==> config.mk <==
export PLATFORM = sky130hd
export DESIGN_NAME = ibex_wb_stage
export DESIGN_NICKNAME = d
export VERILOG_FILES = /design/src/rtl/ibex_pkg.sv /design/src/rtl/ibex_wb_retire_cnt.sv /design/src/rtl/ibex_wb_stage.sv
export SDC_FILE = /design/constraint.sdc
export NUM_CORES = 1
export LEC_CHECK = 0
export CAP_MARGIN = 20
export CORE_MARGIN = 1
export CORE_UTILIZATION = 30
export CTS_BUF_LIST = sky130_fd_sc_hd__clkbuf_4 sky130_fd_sc_hd__clkbuf_8
export DETAILED_ROUTE_END_ITERATION = 10
export HOLD_SLACK_MARGIN = 0.05
export PLACE_DENSITY = 0.67
export SLEW_MARGIN = 25
export SYNTH_ARGS = -nofsm -noshare
export SYNTH_HDL_FRONTEND = slang
export SYNTH_SLANG_ARGS = --single-unit
==> constraint.sdc <==
create_clock -name clk_i -period 2.3 [get_ports clk_i]
set_input_delay 0.575 -clock clk_i [delete_from_list [all_inputs] [get_ports clk_i]]
set_output_delay 0.575 -clock clk_i [all_outputs]
set_load 0.01 [all_outputs]
==> src/rtl/ibex_pkg.sv <==
// ---------------------------------------------------------------------------
// ibex_pkg : shared types and constants for the writeback stage.   Rev 1.0
// ---------------------------------------------------------------------------
`default_nettype none

package ibex_pkg;

   localparam int unsigned RF_ADDR_W = 5;

   typedef enum logic [1:0] {
      WB_INSTR_LOAD  = 2'd0,
      WB_INSTR_STORE = 2'd1,
      WB_INSTR_OTHER = 2'd2
   } wb_instr_type_e;

endpackage

`default_nettype wire

==> src/rtl/ibex_wb_retire_cnt.sv <==
// ---------------------------------------------------------------------------
// ibex_wb_retire_cnt : wrapping retired-instruction counter.        Rev 1.0
// ---------------------------------------------------------------------------
`default_nettype none

module ibex_wb_retire_cnt #(
   parameter int unsigned RetCntWidth = 32
) (
   input  logic                   clk_i,
   input  logic                   rst_i,
   input  logic                   incr_i,
   output logic [RetCntWidth-1:0] cnt_o
);

   logic [RetCntWidth-1:0] cnt_q;
   logic [RetCntWidth-1:0] cnt_d;

   // Natural modulo-2^N wrap from all-ones back to zero.
   always_comb begin
      cnt_d = cnt_q;
      if (incr_i) begin
         cnt_d = cnt_q + {{(RetCntWidth-1){1'b0}}, 1'b1};
      end
   end

   always_ff @(posedge clk_i or posedge rst_i) begin
      if (rst_i) begin
         cnt_q <= '0;
      end else begin
         cnt_q <= cnt_d;
      end
   end

   assign cnt_o = cnt_q;

endmodule

`default_nettype wire

==> src/rtl/ibex_wb_stage.sv <==
// ---------------------------------------------------------------------------
// ibex_wb_stage : one-entry writeback stage with LSU data merge.    Rev 1.0
// ---------------------------------------------------------------------------
`default_nettype none

module ibex_wb_stage
   import ibex_pkg::*;
#(
   parameter int unsigned RetCntWidth = 32
) (
   input  logic                   clk_i,
   input  logic                   rst_i,
   input  logic                   en_wb_i,
   input  wb_instr_type_e         instr_type_wb_i,
   input  logic [RF_ADDR_W-1:0]   rf_waddr_id_i,
   input  logic [31:0]            rf_wdata_id_i,
   input  logic                   rf_we_id_i,
   input  logic                   lsu_resp_valid_i,
   input  logic                   lsu_resp_err_i,
   input  logic [31:0]            lsu_rdata_i,
   output logic                   ready_wb_o,
   output logic                   rf_we_wb_o,
   output logic [RF_ADDR_W-1:0]   rf_waddr_wb_o,
   output logic [31:0]            rf_wdata_wb_o,
   output logic [31:0]            rf_wdata_fwd_o,
   output logic                   outstanding_load_o,
   output logic                   instr_done_wb_o,
   output logic                   lsu_err_wb_o,
   output logic [RetCntWidth-1:0] instr_ret_cnt_o
);

   logic                 wb_valid_q;
   logic                 wb_valid_d;
   wb_instr_type_e       type_q;
   logic [RF_ADDR_W-1:0] waddr_q;
   logic [31:0]          wdata_q;
   logic                 we_q;

   logic is_load;
   logic is_load_or_store;
   logic wb_done;
   logic accept;

   assign is_load          = (type_q == WB_INSTR_LOAD);
   assign is_load_or_store = is_load || (type_q == WB_INSTR_STORE);

   // Memory instructions wait for the LSU; everything else completes at once.
   assign wb_done = wb_valid_q && (is_load_or_store ? lsu_resp_valid_i : 1'b1);
   assign ready_wb_o = !wb_valid_q || wb_done;
   assign accept     = en_wb_i && ready_wb_o;

   always_comb begin
      wb_valid_d = wb_valid_q;
      if (accept) begin
         wb_valid_d = 1'b1;
      end else if (wb_done) begin
         wb_valid_d = 1'b0;
      end
   end

   always_ff @(posedge clk_i or posedge rst_i) begin
      if (rst_i) begin
         wb_valid_q <= 1'b0;
         type_q     <= WB_INSTR_LOAD;
         waddr_q    <= '0;
         wdata_q    <= '0;
         we_q       <= 1'b0;
      end else begin
         wb_valid_q <= wb_valid_d;
         if (accept) begin
            type_q  <= instr_type_wb_i;
            waddr_q <= rf_waddr_id_i;
            wdata_q <= rf_wdata_id_i;
            we_q    <= rf_we_id_i;
         end
      end
   end

   // A bus error on a memory access suppresses the register write.
   assign rf_we_wb_o         = wb_done && we_q && !(is_load_or_store && lsu_resp_err_i);
   assign rf_waddr_wb_o      = waddr_q;
   assign rf_wdata_wb_o      = is_load ? lsu_rdata_i : wdata_q;
   assign rf_wdata_fwd_o     = wdata_q;
   assign outstanding_load_o = wb_valid_q && is_load && !lsu_resp_valid_i;
   assign instr_done_wb_o    = wb_done;
   assign lsu_err_wb_o       = wb_done && is_load_or_store && lsu_resp_err_i;

   ibex_wb_retire_cnt #(
      .RetCntWidth(RetCntWidth)
   ) u_retire_cnt (
      .clk_i (clk_i),
      .rst_i (rst_i),
      .incr_i(wb_done),
      .cnt_o (instr_ret_cnt_o)
   );

`ifndef SYNTHESIS
   a_no_accept_when_busy : assert property (
      @(posedge clk_i) disable iff (rst_i) en_wb_i |-> ready_wb_o);
   a_resp_needs_mem_instr : assert property (
      @(posedge clk_i) disable iff (rst_i)
      lsu_resp_valid_i |-> (wb_valid_q && is_load_or_store));
`endif

endmodule

`default_nettype wire

==> out/summary.txt, run 1 <==
Final Max Slew Viols = 0
Num CTS Buffers = 9
Max-slew headroom = 65.34%
slowest CP cell = dfrtp_1
fin area = 0.005782 mm²
Final setup viols = 0
count leader, synth = dfrtp_1
CTS tree = done
Yosys top cell by area = dfrtp_1
die height = 108.9 µm
FMAX = 439.7 MHz
FP Rows = 38
Pwr Total = 3.856 mW
drc violations = 0
pre-CTS setup slack = -0.3351 ns
final hold vios = 0
clock period minus worst slack = 2.274 ns
DR iter-0 viols = 71
Final Util = 52.64%
first-pass GRT wire length = 16.37 mm
Max clock buf depth = 2
Synth Instances = 256
Avg Cell Area, Syn = 13.39 µm²
status = finished clean
sequential share of the synthesized area = 53.28%
XOR/XNOR Fraction of Synth Area = 7.920%
share of layout cells above drive strength 1 = 34.25%
Inst Count DP = 590
initial antenna violation count = 0
Hold Crit Class = reg -> reg
area grow syn2layout = 68.65%
EDFF count, synth = 0
WL/cell = 16.53 µm
Async SR Flop Fraction = 100.0%
post-route non-filler standard cell count = 613
Max-cap violations = 0
final weighted congestion in routability-driven placement = 0.7710
post-synth top area share = 53.28%
antenna diode count = 0
H-Tree Level Count = 3
Cell Chain, Critical Path = nor2_4 > buf_12 > buf_12 > buf_6 > mux2_4 > buf_6
clock-pin slew on the worst setup and hold paths = 0.08 ns
clock latency on the worst-skew pair = 0.35 ns
post-route setup TNS = 0 ns
Cell Pwr Density = 666.9 mW/mm²
Synth Area in Compound Gates = 0.8029%
TritonCTS Sinks = 73
Initial Util = 31.21%
final hold slack = 0.4887 ns
top_reg_cell synth = dfrtp_1
largest net degree at the start of global routing = 26
area of the multi-input gates = 0.001577 mm²
Static Leak = 2.460 nW
HPWL after DPL = 7.513 mm
Adder-Cell Fraction of Synth Area = 0.3650%
GRT Total Usage = 18.32%
global route overflow = 0
io pins = 183
Tightest Pin Transition = 0.5187 ns
Placed Area = 0.005588 mm²
Post-Syn Area = 0.003428 mm²
clk root buf = clkbuf_8
Post-Route WL = 10.13 mm
WP buf/inv = 4
Layout fillers = 1001
die footprint = 0.01186 mm²
Die W = 108.9 µm
startpoint type of the worst setup path = flop
fin worst setup slack = 0.02596 ns
simple-gate portion of the synthesized area = 12.19%
Synth warnings = 0
Yosys cell types = 28
area occupied by registers = 0.001827 mm²
Worst setup EP type = output pin
type of the worst setup path = reg -> out
Synth Register Bits = 73
# port buffers = 182
critical path fanouts, max = 8
Synth area leaders = dfrtp_1 (53%), mux2_2 (24%), xnor2_1 (6.9%)
Pre-antenna DRT Iters = 4
Setup Skew = 0.006074 ns
crit-path leading delay family = buffers and inverters
DR vias = 2862
unrepaired setup endpoints after global routing = true
Synth Net Count = 334
Tcrit/Tclk final = 98.87%
largest stage delay on the critical path = 0.41 ns
Core Footprint = 0.01098 mm²
top cells by count, synth = dfrtp_1 (73), mux2_2 (72), xnor2_1 (27)
# hold bufs at CTS = 0
nets@finish = 546
Avg Vias per Cell = 4.669
WP data required = 1.73 ns
vias in the first global route = 3160
post-route ant nets = 0
mux cell area share after synthesis = 23.65%
Worst EP arrival = 1.70 ns
largest family of logic cells by synthesized area = multiplexers
VDD IR max = 0.2854 mV
-- per-layer routing --
layer	wire length (µm)	up-vias	track usage, %
met1	4201	1405	21.55
met3	532	12	4.483
met2	5238	98	31.99
met4	159	0	6.950
met5	0	-	0
li1	-	1347	-
-- placed cells by master, fill, tap and decap left out, types with 2 or more instances in the layout --
| master | instances |
|---|---|
| clkdlybuf4s50_1 | 144 |
| dfrtp_1 | 73 |
| mux2_2 | 66 |
| xnor2_1 | 27 |
| buf_2 | 21 |
| buf_4 | 17 |
| nand4_1 | 15 |
| buf_6 | 14 |
| nand2_1 | 11 |
| clkbuf_8 | 9 |
| nor2_1 | 7 |
| nand3_1 | 7 |
| mux2_4 | 6 |
| dlygate4sd2_1 | 6 |
| buf_12 | 6 |
| and3_1 | 5 |
| clkinvlp_4 | 5 |
| xor2_1 | 4 |
| inv_1 | 3 |
| and4_2 | 2 |
| and2_1 | 2 |
| nor4_4 | 2 |
| nand4_2 | 2 |
| nand2b_1 | 2 |
-- path summary, 6_finish.rpt --
path                                         from                      to  cells after the start  slack [ns]
setup reg to reg                        type_q[1]      rf_wdata_fwd_o[16]                      8        0.43
hold / removal             u_retire_cnt.cnt_o[31]  u_retire_cnt.cnt_o[31]                      1        0.49
setup / recovery                        type_q[0]        rf_wdata_wb_o[9]                      6        0.03
min in group asynchronous                   rst_i   u_retire_cnt.cnt_o[1]                      2        0.61
hold reg to reg            u_retire_cnt.cnt_o[31]  u_retire_cnt.cnt_o[31]                      1        0.49
max in group asynchronous                   rst_i      rf_wdata_fwd_o[22]                      3        1.18
-- repair_timing --
item                                    4_1_cts  5_1_grt
pin swaps                                     1        1
gates cloned                                  2        0
gates resized for setup                     149       12
setup buffers                                 7        1
endpoints found under the setup margin       37       23
-- flip-flops by register name, indices dropped and copies added (netlist names) --
name and cells:
rf_wdata_fwd_o 32, u_retire_cnt.cnt_o 32, rf_waddr_wb_o 5, type_q 2, wb_valid_q 1, we_q 1
-- power breakdown --
part / switching (mW) / leakage, nW / internal (mW)
clock network: 0.510 / 0.0783 / 0.405
logic: 0.503 / 1.47 / 0.822
registers: 0.179 / 0.910 / 1.44
-- kinds of logic (layout without fill, tap and decap cells) --
kind of cell	count (synthesis)	after routing
fa+ha+maj	1	1
simple gates	64	64
mux	72	72
buf+inv	12	229
flops	73	73
compound gates	3	3
xor+xnor	31	31
-- layout make-up --
| type | instances | share of cell area, % |
|---|---|---|
| timing repair buffer | 209 | 34.75 |
| sequential | 73 | 31.59 |
| multi-input combinational | 171 | 27.27 |
| tap | 140 | 3.030 |
| clock buffer | 10 | 2.272 |
| clock inverter | 6 | 0.7574 |
| inverter | 4 | 0.3246 |
Power figures use the tool's default switching activity.
==> inputs of run 2 (changes only) <==
--- a/config.mk
+++ b/config.mk
@@ -8,10 +8,9 @@
 export CAP_MARGIN = 20
 export CORE_MARGIN = 1
 export CORE_UTILIZATION = 30
-export CTS_BUF_LIST = sky130_fd_sc_hd__clkbuf_4 sky130_fd_sc_hd__clkbuf_8
+export CTS_BUF_LIST = sky130_fd_sc_hd__clkbuf_2 sky130_fd_sc_hd__clkbuf_4 sky130_fd_sc_hd__clkbuf_8
 export DETAILED_ROUTE_END_ITERATION = 10
 export HOLD_SLACK_MARGIN = 0.05
-export PLACE_DENSITY = 0.67
 export SLEW_MARGIN = 25
 export SYNTH_ARGS = -nofsm -noshare
 export SYNTH_HDL_FRONTEND = slang
==> constraint.sdc (replaced) <==
create_clock -name clk_i -period 2.18 [get_ports clk_i]
set_input_delay 0.545 -clock clk_i [delete_from_list [all_inputs] [get_ports clk_i]]
set_output_delay 0.545 -clock clk_i [all_outputs]
set_load 0.01 [all_outputs]
==> out/summary.txt, run 2 (synthesized netlist as in run 1, its figures left out) <==
Max-slew headroom = 72.90% (was 65.34%)
TritonCTS Sinks = 73 (unchanged)
post-route setup TNS = -1.148 ns (was 0 ns)
Placed Area = 0.005560 mm² (was 0.005588 mm²)
Cell Chain, Critical Path = nor2_4 > buf_12 > buf_12 > buf_12 > mux2_4 > buf_6 (was nor2_4 > buf_12 > buf_12 > buf_6 > mux2_4 > buf_6)
most frequent cell on the critical path = buf_12
share of layout cells above drive strength 1 = 35.23% (was 34.25%)
type of the worst setup path = reg -> out (unchanged)
die footprint = 0.01186 mm² (unchanged)
commonest non-fill, non-tap cell in the layout = clkdlybuf4s50_1 (unchanged)
clock-pin slew on the worst setup and hold paths = 0.07 ns (was 0.08 ns)
Pwr Total = 4.346 mW (was 3.856 mW)
Tcrit/Tclk final = 104.0%
Final Util = 55.56% (was 52.64%)
initial antenna violation count = 0 (unchanged)
startpoint type of the worst setup path = flop (unchanged)
Num CTS Buffers = 9 (unchanged)
Inst Count DP = 588 (was 590)
largest stage delay on the critical path = 0.41 ns (about the same)
io pins = 183 (unchanged)
global route overflow = 0 (unchanged)
DR vias = 2885 (was 2862)
Tightest Pin Transition = 0.4048 ns (was 0.5187 ns)
WP data required = 1.63 ns (was 1.73 ns)
final weighted congestion in routability-driven placement = 0.7500 (was 0.7710)
FP Rows = 38 (unchanged)
Cell Pwr Density = 712.3 mW/mm² (was 666.9 mW/mm²)
violated checks = setup timing
WP buf/inv = 4 (unchanged)
VDD IR max = 0.3153 mV (was 0.2854 mV)
Core Footprint = 0.01098 mm² (unchanged)
GRT Total Usage = 19.07% (was 18.32%)
Hold Crit Class = reg -> reg (unchanged)
unrepaired setup endpoints after global routing = true (unchanged)
post-route non-filler standard cell count = 614 (was 613)
vias in the first global route = 3023 (was 3160)
Worst setup EP type = output pin (unchanged)
Post-Route WL = 10.67 mm (was 10.13 mm)
Final Max Slew Viols = 0 (unchanged)
hold path start = u_retire_cnt.cnt_o[29] (was u_retire_cnt.cnt_o[31])
post-route ant nets = 0 (unchanged)
critical path fanouts, max = 6 (was 8)
Initial Util = 31.21% (unchanged)
Max clock buf depth = 2 (unchanged)
WL/cell = 17.37 µm (was 16.53 µm)
drc violations = 0 (unchanged)
antenna diode count = 0 (unchanged)
r2r startpoint = type_q[1] (unchanged)
commonest non-fill, non-tap cells in the layout = clkdlybuf4s50_1 (144), dfrtp_1 (73), mux2_2 (40), buf_6 (36), mux2_4 (32) (was clkdlybuf4s50_1 (144), dfrtp_1 (73), mux2_2 (66), xnor2_1 (27), buf_2 (21))
pre-CTS setup slack = -0.3335 ns (was -0.3351 ns)
die height = 108.9 µm (unchanged)
CTS tree = done (unchanged)
final hold vios = 0 (unchanged)
clk root buf = clkbuf_8 (unchanged)
Worst EP arrival = 1.72 ns (was 1.70 ns)
Avg Vias per Cell = 4.699 (was 4.669)
# port buffers = 182 (unchanged)
H-Tree Level Count = 3 (unchanged)
nets@finish = 550 (was 546)
fin worst setup slack = -0.08800 ns (was 0.02596 ns)
fin area = 0.006102 mm² (was 0.005782 mm²)
final hold slack = 0.4861 ns (was 0.4887 ns)
slowest CP cell = dfrtp_1 (unchanged)
Static Leak = 2.644 nW (was 2.460 nW)
Setup Skew = 0.005975 ns (was 0.006074 ns)
first-pass GRT wire length = 16.73 mm (was 16.37 mm)
Pre-antenna DRT Iters = 4 (unchanged)
FMAX = 440.9 MHz
clock latency on the worst-skew pair = 0.33 ns (was 0.35 ns)
DR iter-0 viols = 62 (was 71)
Die W = 108.9 µm (unchanged)
Max-cap violations = 0 (unchanged)
clock period minus worst slack = 2.268 ns
HPWL after DPL = 7.528 mm (was 7.513 mm)
Setup crit start = type_q[0] (unchanged)
Final setup viols = 27 (was 0)
status = finished, violations left (was finished clean)
area grow syn2layout = 77.99% (was 68.65%)
largest net degree at the start of global routing = 74 (was 26)
crit-path leading delay family = buffers and inverters (unchanged)
[run 2: final cells by class]
cell class	count	area, µm²
multi-input combinational	171	1677
clock buffer	13	172.7
inverter	4	18.77
tap	140	175.2
fill	974	4881
sequential	73	1827
timing repair buffer	213	2232
[run 2: final timing paths]
path                            slack (ns)  cells after the start                endpoint
worst max-delay path                 -0.09                      6       rf_wdata_wb_o[20]
min in group asynchronous             0.67                      3  u_retire_cnt.cnt_o[24]
max in group asynchronous             1.20                      3      rf_wdata_fwd_o[17]
worst max register to register        0.51                      7  u_retire_cnt.cnt_o[15]
worst min-delay path                  0.49                      1  u_retire_cnt.cnt_o[29]
worst min register to register        0.49                      1  u_retire_cnt.cnt_o[29]
[run 2: power by group]
group	internal [mW]	total, mW	switching [mW]
Sequential	1.52	1.71	0.198
Combinational	1.06	1.66	0.596
Clock	0.502	0.971	0.469
[run 2: timing repair]
item,in CTS,in global routing
gates resized for setup,214,6
buffers inserted,11,0
pin swaps,1,1
cloned,3,0
hold buffers,0,0
endpoints found under the setup margin,37,33
[run 2: metal layers]
layer	wire length, µm	global-route usage [%]	vias up
li1	-	-	1336
met1	4405	23.05	1424
met2	5081	30.32	118
met3	1086	9.444	7
met4	91	4.440	0
met5	0	0	-
